--- config.mk ---
export PLATFORM = sky130hd
export DESIGN_NAME = uart_tx_param_flat
export DESIGN_NICKNAME = d
export VERILOG_FILES = /design/src/rtl/uart_pkg.sv /design/src/rtl/uart_tx_param_if.sv /design/src/rtl/uart_tx_queue.sv /design/src/rtl/uart_tx_param.sv /design/src/flat_wrapper.sv
export SDC_FILE = /design/constraint.sdc
export NUM_CORES = 1
export LEC_CHECK = 0
export ABC_AREA = 1
export BUFFER_PORTS_ARGS = -buffer_cell sky130_fd_sc_hd__buf_4
export CAP_MARGIN = 40
export CORE_MARGIN = 2
export CORE_UTILIZATION = 30
export DETAILED_ROUTE_END_ITERATION = 8
export HOLD_SLACK_MARGIN = 0.1
export PLACE_DENSITY = 0.55
export SLEW_MARGIN = 20
export SYNTH_ARGS = -nofsm -noshare
export SYNTH_HDL_FRONTEND = slang
export SYNTH_SLANG_ARGS = --single-unit
export TNS_END_PERCENT = 50
--- constraint.sdc ---
create_clock -name CLK -period 2 [get_ports CLK]
set_input_delay 0.3 -clock CLK [delete_from_list [all_inputs] [get_ports CLK]]
set_output_delay 0.3 -clock CLK [all_outputs]
set_load 0.01 [all_outputs]
--- src/rtl/uart_pkg.sv ---
// Shared types and helpers for the parametrised UART transmitter.
package uart_pkg;

    typedef enum logic [2:0] {
        IDLE,
        START,
        DATA,
        PARITY,
        STOP
    } tx_state_e;

    localparam logic [1:0] PAR_NONE = 2'b00;
    localparam logic [1:0] PAR_EVEN = 2'b01;
    localparam logic [1:0] PAR_ODD  = 2'b10;

    // Clocks per bit, rounded to nearest.
    function automatic int unsigned calc_div(input int unsigned clk_freq,
                                             input int unsigned baud_rate);
        return (clk_freq + baud_rate / 2) / baud_rate;
    endfunction

endpackage

--- src/rtl/uart_tx_param_if.sv ---
// Host-side word interface of uart_tx_param: handshake, frame config and line/status outputs.
interface uart_tx_param_if #(
    parameter int unsigned DATA_BITS  = 8,
    parameter int unsigned FIFO_DEPTH = 16
);
    localparam int unsigned LW = $clog2(FIFO_DEPTH) + 1;

    logic                 SEND;
    logic [DATA_BITS-1:0] DIN;
    logic                 READY;
    logic [1:0]           PARITY_MODE;
    logic                 STOP_BITS;
    logic                 BUSY;
    logic                 DOUT;
    logic [LW-1:0]        FIFO_LEVEL;

    modport master (
        output SEND, DIN, PARITY_MODE, STOP_BITS,
        input  READY, BUSY, DOUT, FIFO_LEVEL
    );

    modport slave (
        input  SEND, DIN, PARITY_MODE, STOP_BITS,
        output READY, BUSY, DOUT, FIFO_LEVEL
    );

endinterface

--- src/rtl/uart_tx_queue.sv ---
// TX word queue: circular FIFO when UART_TX_FIFO_EN is defined, otherwise a single holding register.
module uart_tx_queue #(
    parameter int unsigned DATA_BITS  = 8,
    parameter int unsigned FIFO_DEPTH = 16,
    localparam int unsigned LW = $clog2(FIFO_DEPTH) + 1
) (
    input  logic                 clk_i,
    input  logic                 rst_i,
    input  logic                 push_i,
    input  logic [DATA_BITS-1:0] wdata_i,
    input  logic                 pop_i,
    output logic [DATA_BITS-1:0] rdata_o,
    output logic [LW-1:0]        level_o,
    output logic                 ready_o
);

`ifdef UART_TX_FIFO_EN
    localparam int unsigned PW = $clog2(FIFO_DEPTH);
    localparam logic [LW-1:0] DEPTH_L = LW'(FIFO_DEPTH);

    logic [DATA_BITS-1:0] mem_q [FIFO_DEPTH];
    logic [PW-1:0]        wr_ptr_q, wr_ptr_d;
    logic [PW-1:0]        rd_ptr_q, rd_ptr_d;
    logic [LW-1:0]        level_q, level_d;
    logic                 do_push, do_pop;

    always_comb begin
        do_push  = push_i && (level_q < DEPTH_L);
        do_pop   = pop_i && (level_q != '0);
        wr_ptr_d = do_push ? wr_ptr_q + PW'(1) : wr_ptr_q;
        rd_ptr_d = do_pop ? rd_ptr_q + PW'(1) : rd_ptr_q;
        level_d  = level_q;
        if (do_push && !do_pop) begin
            level_d = level_q + LW'(1);
        end else if (!do_push && do_pop) begin
            level_d = level_q - LW'(1);
        end
    end

    always_ff @(posedge clk_i) begin
        if (rst_i) begin
            wr_ptr_q <= '0;
            rd_ptr_q <= '0;
            level_q  <= '0;
        end else begin
            wr_ptr_q <= wr_ptr_d;
            rd_ptr_q <= rd_ptr_d;
            level_q  <= level_d;
        end
    end

    // Storage needs no reset; validity is tracked by the pointers.
    always_ff @(posedge clk_i) begin
        if (do_push) begin
            mem_q[wr_ptr_q] <= wdata_i;
        end
    end

    assign rdata_o = mem_q[rd_ptr_q];
    assign level_o = level_q;
    assign ready_o = (level_q < DEPTH_L);
`else
    logic                 full_q, full_d;
    logic [DATA_BITS-1:0] data_q, data_d;

    always_comb begin
        full_d = full_q;
        data_d = data_q;
        if (pop_i && full_q) begin
            full_d = 1'b0;
        end
        if (push_i && !full_q) begin
            full_d = 1'b1;
            data_d = wdata_i;
        end
    end

    always_ff @(posedge clk_i) begin
        if (rst_i) begin
            full_q <= 1'b0;
            data_q <= '0;
        end else begin
            full_q <= full_d;
            data_q <= data_d;
        end
    end

    assign rdata_o = data_q;
    assign level_o = {{(LW - 1){1'b0}}, full_q};
    assign ready_o = !full_q;
`endif

endmodule

--- src/rtl/uart_tx_param.sv ---
// Parametrised UART transmitter: queue, baud counter, shift register and frame FSM.
// Queue depth behaviour is selected by the UART_TX_FIFO_EN macro (see uart_tx_queue).
module uart_tx_param
    import uart_pkg::*;
#(
    parameter int unsigned CLK_FREQ   = 125_000_000,
    parameter int unsigned BAUD_RATE  = 9600,
    parameter int unsigned DATA_BITS  = 8,
    parameter int unsigned FIFO_DEPTH = 16
) (
    input logic            CLK,
    input logic            RST,
    uart_tx_param_if.slave bus
);

    localparam int unsigned DIV = calc_div(CLK_FREQ, BAUD_RATE);
    localparam int unsigned CW  = $clog2(DIV);
    localparam int unsigned BW  = $clog2(DATA_BITS);
    localparam int unsigned LW  = $clog2(FIFO_DEPTH) + 1;
    localparam logic [CW-1:0] CNT_LAST = CW'(DIV - 1);
    localparam logic [BW-1:0] BIT_LAST = BW'(DATA_BITS - 1);

    tx_state_e            state_q, state_d;
    logic [CW-1:0]        cnt_q, cnt_d;
    logic [BW-1:0]        bit_q, bit_d;
    logic [DATA_BITS-1:0] shift_q, shift_d;
    logic                 par_q, par_d;
    logic                 par_en_q, par_en_d;
    logic                 stop2_q, stop2_d;
    logic                 dout_q, dout_d;

    logic                 pop, load, bit_end;
    logic [DATA_BITS-1:0] head;
    logic [LW-1:0]        level;
    logic                 q_ready;

    uart_tx_queue #(
        .DATA_BITS (DATA_BITS),
        .FIFO_DEPTH(FIFO_DEPTH)
    ) u_queue (
        .clk_i  (CLK),
        .rst_i  (RST),
        .push_i (bus.SEND),
        .wdata_i(bus.DIN),
        .pop_i  (pop),
        .rdata_o(head),
        .level_o(level),
        .ready_o(q_ready)
    );

    always_comb begin
        state_d  = state_q;
        bit_d    = bit_q;
        shift_d  = shift_q;
        par_d    = par_q;
        par_en_d = par_en_q;
        stop2_d  = stop2_q;
        dout_d   = dout_q;
        load     = 1'b0;
        bit_end  = (cnt_q == CNT_LAST);
        cnt_d    = bit_end ? '0 : cnt_q + CW'(1);

        unique case (state_q)
            IDLE: begin
                cnt_d = '0;
                load  = (level != '0);
            end
            START: begin
                if (bit_end) begin
                    state_d = DATA;
                    bit_d   = '0;
                    dout_d  = shift_q[0];
                end
            end
            DATA: begin
                if (bit_end) begin
                    if (bit_q == BIT_LAST) begin
                        bit_d   = '0;
                        state_d = par_en_q ? PARITY : STOP;
                        dout_d  = par_en_q ? par_q : 1'b1;
                    end else begin
                        bit_d   = bit_q + BW'(1);
                        shift_d = shift_q >> 1;
                        dout_d  = shift_q[1];
                    end
                end
            end
            PARITY: begin
                if (bit_end) begin
                    state_d = STOP;
                    dout_d  = 1'b1;
                end
            end
            STOP: begin
                if (bit_end) begin
                    // bit_q marks the first of two stop bits as done.
                    if (stop2_q && (bit_q == '0)) begin
                        bit_d = BW'(1);
                    end else if (level != '0) begin
                        load = 1'b1;
                    end else begin
                        state_d = IDLE;
                    end
                end
            end
            default: state_d = IDLE;
        endcase

        // Frame start: pop, latch line config and precompute parity from the whole word.
        if (load) begin
            state_d  = START;
            cnt_d    = '0;
            dout_d   = 1'b0;
            shift_d  = head;
            par_d    = (^head) ^ (bus.PARITY_MODE == PAR_ODD);
            par_en_d = (bus.PARITY_MODE == PAR_EVEN) || (bus.PARITY_MODE == PAR_ODD);
            stop2_d  = bus.STOP_BITS;
        end
        pop = load;
    end

    always_ff @(posedge CLK) begin
        if (RST) begin
            state_q  <= IDLE;
            cnt_q    <= '0;
            bit_q    <= '0;
            shift_q  <= '0;
            par_q    <= 1'b0;
            par_en_q <= 1'b0;
            stop2_q  <= 1'b0;
            dout_q   <= 1'b1;
        end else begin
            state_q  <= state_d;
            cnt_q    <= cnt_d;
            bit_q    <= bit_d;
            shift_q  <= shift_d;
            par_q    <= par_d;
            par_en_q <= par_en_d;
            stop2_q  <= stop2_d;
            dout_q   <= dout_d;
        end
    end

    assign bus.DOUT       = dout_q;
    assign bus.BUSY       = (state_q != IDLE) || (level != '0);
    assign bus.READY      = q_ready;
    assign bus.FIFO_LEVEL = level;

endmodule

--- src/flat_wrapper.sv ---
// flat-port wrapper written by rule: the top's interface ports become plain ports
module uart_tx_param_flat import uart_pkg::*;
#(
    parameter int unsigned CLK_FREQ   = 125_000_000,
    parameter int unsigned BAUD_RATE  = 9600,
    parameter int unsigned DATA_BITS  = 8,
    parameter int unsigned FIFO_DEPTH = 16
)
  (CLK, RST, bus_SEND, bus_DIN, bus_PARITY_MODE, bus_STOP_BITS, bus_READY, bus_BUSY, bus_DOUT, bus_FIFO_LEVEL);
  uart_tx_param_if #(.DATA_BITS(DATA_BITS), .FIFO_DEPTH(FIFO_DEPTH)) bus_i ();
  input logic CLK;
  input logic RST;
  input wire logic [$bits(bus_i.SEND)-1:0] bus_SEND;
  input wire logic [$bits(bus_i.DIN)-1:0] bus_DIN;
  input wire logic [$bits(bus_i.PARITY_MODE)-1:0] bus_PARITY_MODE;
  input wire logic [$bits(bus_i.STOP_BITS)-1:0] bus_STOP_BITS;
  output wire logic [$bits(bus_i.READY)-1:0] bus_READY;
  output wire logic [$bits(bus_i.BUSY)-1:0] bus_BUSY;
  output wire logic [$bits(bus_i.DOUT)-1:0] bus_DOUT;
  output wire logic [$bits(bus_i.FIFO_LEVEL)-1:0] bus_FIFO_LEVEL;
  assign bus_i.SEND = bus_SEND;
  assign bus_i.DIN = bus_DIN;
  assign bus_i.PARITY_MODE = bus_PARITY_MODE;
  assign bus_i.STOP_BITS = bus_STOP_BITS;
  assign bus_READY = bus_i.READY;
  assign bus_BUSY = bus_i.BUSY;
  assign bus_DOUT = bus_i.DOUT;
  assign bus_FIFO_LEVEL = bus_i.FIFO_LEVEL;
  uart_tx_param #(.CLK_FREQ(CLK_FREQ), .BAUD_RATE(BAUD_RATE), .DATA_BITS(DATA_BITS), .FIFO_DEPTH(FIFO_DEPTH)) u_core (.CLK(CLK), .RST(RST), .bus(bus_i));
endmodule
Yosys cells after proc, flatten, opt, wreduce, memory -nomap -nowiden
Cells that the tools add are included.
Word-level totals
  flip-flop bits (word level): 41
  bits of input ports: 14
  output and inout bits: 8
  word-level logic and storage cells: 95
Operators by class
  add/sub/neg operators: 2
  eq/ne operators: 25
  multiplexer cells: 33
  bitwise logic cells: 2
  reductions and logical operators: 22
Operators with widths (number)
  3-bit two-way mux: 13
  8-bit two-way mux: 4
  8-bit AND reduction: 2
  3-bit by 2-bit inequality test with 1-bit output (second input constant): 5
  3-bit one-hot mux with 5 select lines: 1
  14-bit by 1-bit adder with 14-bit output (second input constant): 1
  14-bit == test (second input constant): 1
  1-bit two-way mux: 12
  2-bit by 1-bit inequality test with 1-bit output (second input constant): 6
  3-bit one-hot mux with 3 select lines: 1
  2-bit inequality test (second input constant): 4
  8-bit XOR reduction: 1
  3-bit by 2-bit == test with 1-bit output (second input constant): 2
  3-bit == test (second input constant): 2
  3-bit zero test: 2
  3-bit inequality test (second input constant): 2
  2-bit nonzero test: 3
  3-bit nonzero test: 2
  5-bit AND reduction: 1
  4-bit AND reduction: 1
  4-bit nonzero test: 1
  4-bit OR reduction: 1
  3-bit by 1-bit adder with 3-bit output (second input constant): 1
  3-bit by 1-bit == test with 1-bit output (second input constant): 1
  11 further kinds: 14

Longest topological paths before layout
  word-level depth: 8
  depth in mapped cells: 11
  mapped depth without buffers: 11

Modules after synthesis
Synthesis repeated with hierarchy kept, for this count alone.
Second synthesis, totals
  cell total of the unflattened synthesis: 345
  area, all modules: 2366.0 sq um
By module, submodules not included
  uart_tx_param: instances 1, cells an instance 281, area an instance 1934.4 sq um, sequential area each 640.6 sq um
  uart_tx_queue: instances 1, cells an instance 64, area an instance 431.7 sq um, sequential area each 180.2 sq um

Worst setup path before layout
No wires, ideal clock.
  path kind: reg2reg
  start: register u_core.bit_q[0]
  end: register u_core.shift_q[0]
  arrival: 1.357 ns
  required time: 1.883 ns
  setup slack: 0.526 ns
  stages on the path, launching flop included: 10
  period minus slack after synthesis: 1.474 ns
  path through: dfxtp_1 -> inv_1 -> ha_1 -> nand3_1 -> o21ai_1 -> nor2_2 -> nand2_4 -> buf_6 -> o21ai_0 -> nor2_1
Between the ends
  word-level cells in the longest chain between the ends: 7
RTL lines
  from (decl): line uart_tx_param.sv:25  | logic [BW-1:0] bit_q, bit_d;
  from (signal assigned): line uart_tx_param.sv:135  | bit_q <= bit_d;
  3-bit zero test: line uart_tx_param.sv:97  | if (stop2_q && (bit_q == '0)) begin
  1-bit logical AND: line uart_tx_param.sv:97
  1-bit two-way mux: line uart_tx_param.sv:97
  1-bit two-way mux: line uart_tx_param.sv:95  | if (bit_end) begin
  1-bit one-hot mux with 2 select lines: line uart_tx_param.sv:63  | unique case (state_q)
  2-bit inequality test (no source line) or 2-bit nonzero test (tied branches)
  3-bit AND reduction (no source line)
  to (signal assigned): line uart_tx_param.sv:136  | shift_q <= shift_d;
  to (decl): line uart_tx_param.sv:26  | logic [DATA_BITS-1:0] shift_q, shift_d;
Parallel ways exist; a longest one is shown, timed or not.
A chain may end at the register's enable or synchronous reset.

Final worst setup path
  start: register u_core.bit_q[0]
  end: register u_core.shift_q[7]
The elaborated chain is that of the path after synthesis.

==> reports/metrics.yaml <==
drt-initial-drc-count: 91
grt_pass1_wl_um: 8238
pin_count: 22
grt_use_total: 0.1223
grt.met1_usage: 0.1672
synthesis.area_um2: 2290
syn_to_final_growth_pct: 15.19
cts_buffers: 5
setup_viol: 0
synth_top_family_by_area: "simple AND/OR/NAND/NOR gates"
antenna_left: 0
period_needed_ns: 1.643
dp_cells: 442
start_util: 0.3123
cts_max_path_buffers: 2
dieArea_um2: 8348
root_buffer: "clkbuf_8"
power_density_nw_per_um2: 983.8
p_seq_frac: 0.394
vias: 2000
antenna_cells: 0
wl_per_cell_um: 10.58
grt_pass1_vias: 1873
cp.required_ns: 2.24
drc: 0
p_int_mw: 1.669
cp.arrival_ns: 1.88
fmax_mhz: 608.5
placed_area_um2: 2517
antenna_found_initial: 0
worst_setup_path_end_kind: "flop"
clkLatencyLatePin_ns: 0.30
ys_warn_count: 0
drtPass1Iterations: 4
synth-async-reset-ratio: 0
vias_per_cell: 4.444
p_switching_uw: 926.4
grt.busiest_layer: "met2"
ir_drop_mv: 0.5166
use_met2: 0.1833
cp-startpoint: "u_core.bit_q[0]$_SDFFE_PP0P_"
finalHoldViolations: 0
place.gp.congestion: 0.7864
netlist.area_leader.share: 0.3585
overflow: 0
finClkSkew_ns: 0.006448
port_buffers: 17
ys_top_cells_by_area: "dfxtp_1 36%, nand2_1 11%, nand3_1 7.9%"
yosys.cell_count.top_type: "nand2_1"
rsz0062_at_grt: "no"
min-delay-start: "bus_DIN[4]"
synthAdderAreaFrac: 0.03279
synth_xor_area_frac: 0.04208
die_y_um: 91.37
ys_ff_latch: 41
die_width_um: 91.37
slew_violations: 0
synth-compound-area-share: 0.1208
r2r_start: "u_core.bit_q[0]$_SDFFE_PP0P_"
yosys.area.top_type: "dfxtp_1"
synth_edf_count: 0
power_frac_clock: 0.274
pwr-share-comb: 0.332
core_um2: 7331
fp-row-count: 31
synth.distinct_cells: 33
timing.hold.ws_ns: 0.2176
htree_num_levels: 2
path_class: "flop to flop"
grt_use_met3: 0.02905
final_cell_area_um2: 2638
post-cts-setup-buffer-count: 0
cap_violations: 0
drive_gt1_frac: 0.1681
fin_cells: 450
critPathMaxFanout: 21
hold_buffers: 0
critPathLaunchType: "flop"
hold_class: "input port to flop"
synth-simple-area-share: 0.3372
ctsResizeCount: 0
grt_max_degree: 22
path_clk_slew_ns: 0.08
period_share: 0.8217
run_status: "finished clean"
post-dp-hpwl_um: 3710
synthMuxAreaShare: 0
yosysSeqAreaShare: 0.3585
routed_wl_um: 4761
cts_num_sinks: 41
tns_ns: 0
synth_flop_cell: "dfxtp_1"
leakagePower_nw: 1.131
nets: 370
postSynthAreaPerCell_um2: 6.960
p_sw_frac: 0.3570
ys_top_cells_by_count: "69 x nand2_1, 42 x inv_1, 41 x dfxtp_1, 36 x nand3_1, 30 x nor2_1"
netlist_instances: 329
cts_tree: "done"
cells in the final DEF (no fill, tap or decap):
| cell type | Yosys | final |
|---|---|---|
| a21oi_1 | 22 | 22 |
| a21oi_2 | 7 | 7 |
| and2_1 | 1 | 1 |
| buf_4 | 6 | 22 |
| bufinv_16 | 0 | 1 |
| clkbuf_8 | 0 | 6 |
| clkinvlp_4 | 0 | 1 |
| conb_1 | 1 | 4 |
| dfxtp_1 | 41 | 41 |
| ha_1 | 6 | 6 |
| inv_1 | 42 | 42 |
| inv_2 | 4 | 4 |
| nand2_1 | 69 | 69 |
| nand2_2 | 6 | 6 |
| nand2_4 | 2 | 2 |
| nand3_1 | 36 | 36 |
| nand3_2 | 1 | 1 |
| nand3b_1 | 2 | 2 |
| nand4_1 | 3 | 3 |
| nor2_1 | 30 | 30 |
| nor2_2 | 4 | 4 |
| nor2_8 | 1 | 1 |
| nor3_1 | 4 | 4 |
| nor3_2 | 2 | 2 |
| nor4_1 | 1 | 1 |
| o211ai_1 | 3 | 3 |
| o21ai_0 | 13 | 13 |
| o21ai_1 | 2 | 2 |
| o21bai_1 | 1 | 1 |
| or2_0 | 1 | 1 |
| or2_2 | 2 | 2 |
| xnor2_1 | 4 | 4 |
| xor2_1 | 7 | 7 |
final cells by class:
cell class / count / area (µm²)
well taps: 99 / 123.9
fillers: 772 / 4693
clock inverters: 2 / 37.54
multi-input cells: 234 / 1235
repair buffers: 22 / 165.2
inverters: 46 / 172.7
flip-flops and latches: 41 / 820.8
clock buffers: 6 / 82.58
power by group through the flow:
stage	Sequential (mW)	Combinational, mW	Clock (mW)
after global placement	1.05	0.868	0
after global routing	1.04	0.982	0.768
after floorplan	1.02	0.681	0
after CTS	1.02	0.867	0.741
after detailed placement	1.04	0.862	0
final	1.02	0.861	0.711
per-stage QoR:
stage | utilization | power, mW | worst slack (ns)
6_report | 0.3598 | 2.595 | 0.3567
5_1_grt | 0.3598 | 2.790 | 0.1824
4_1_cts | 0.3598 | 2.632 | 0.3462
3_5_place_dp | 0.3434 | 1.906 | 0.3849
3_3_place_gp | 0.3434 | 1.913 | 0.4023
2_1_floorplan | - | 1.702 | 0.5255
cell families (layout without fill, tap and decap cells):
family                     after synthesis  after routing
buffers and inverters                   57             76
xor gates and xnor gates                11             11
other                                    1              4
AOI/OAI and AO/OA                       48             48
and+or+nand+nor                        165            165
DFF                                     41             41
adders and majority gates                6              6
per-layer routing:
layer,share of wire,wire (µm),vias up
li1,-,-,1086
met1,0.53,2533,876
met2,0.41,1973,33
met3,0.037,175,5
met4,0.016,78,0
met5,0,0,-
path summary, 6_finish.rpt:
| check | endpoint | slack, ns | cells after the start |
|---|---|---|---|
| max reg2reg | u_core.shift_q[7]$_SDFFE_PP0P_ | 0.36 | 9 |
| min | u_core.u_queue.rdata_o[4]$_SDFFE_PP0P_ | 0.22 | 3 |
| max | u_core.shift_q[7]$_SDFFE_PP0P_ | 0.36 | 9 |
| min reg2reg | u_core.cnt_q[0]$_SDFF_PP0_ | 0.47 | 1 |
registers in the layout (all words and copies together) (netlist names):
signal	cells
u_core.bit_q	3
u_core.shift_q	8
u_core.u_queue.full_q	1
u_core.par_en_q	1
u_core.bus.DOUT	1
u_core.u_queue.rdata_o	8
u_core.par_q	1
u_core.stop2_q	1
u_core.cnt_q	14
u_core.state_q	3
critical path, cell delays in order (launching register included):
cell and delay, ns:
dfxtp_1 0.35, inv_1 0.08, ha_1 0.22, nand3_1 0.13, o21ai_1 0.09, nor2_2 0.16
nand2_4 0.17, inv_1 0.17, nand2_1 0.08, a21oi_1 0.13
(Power assumes the default switching activity.)
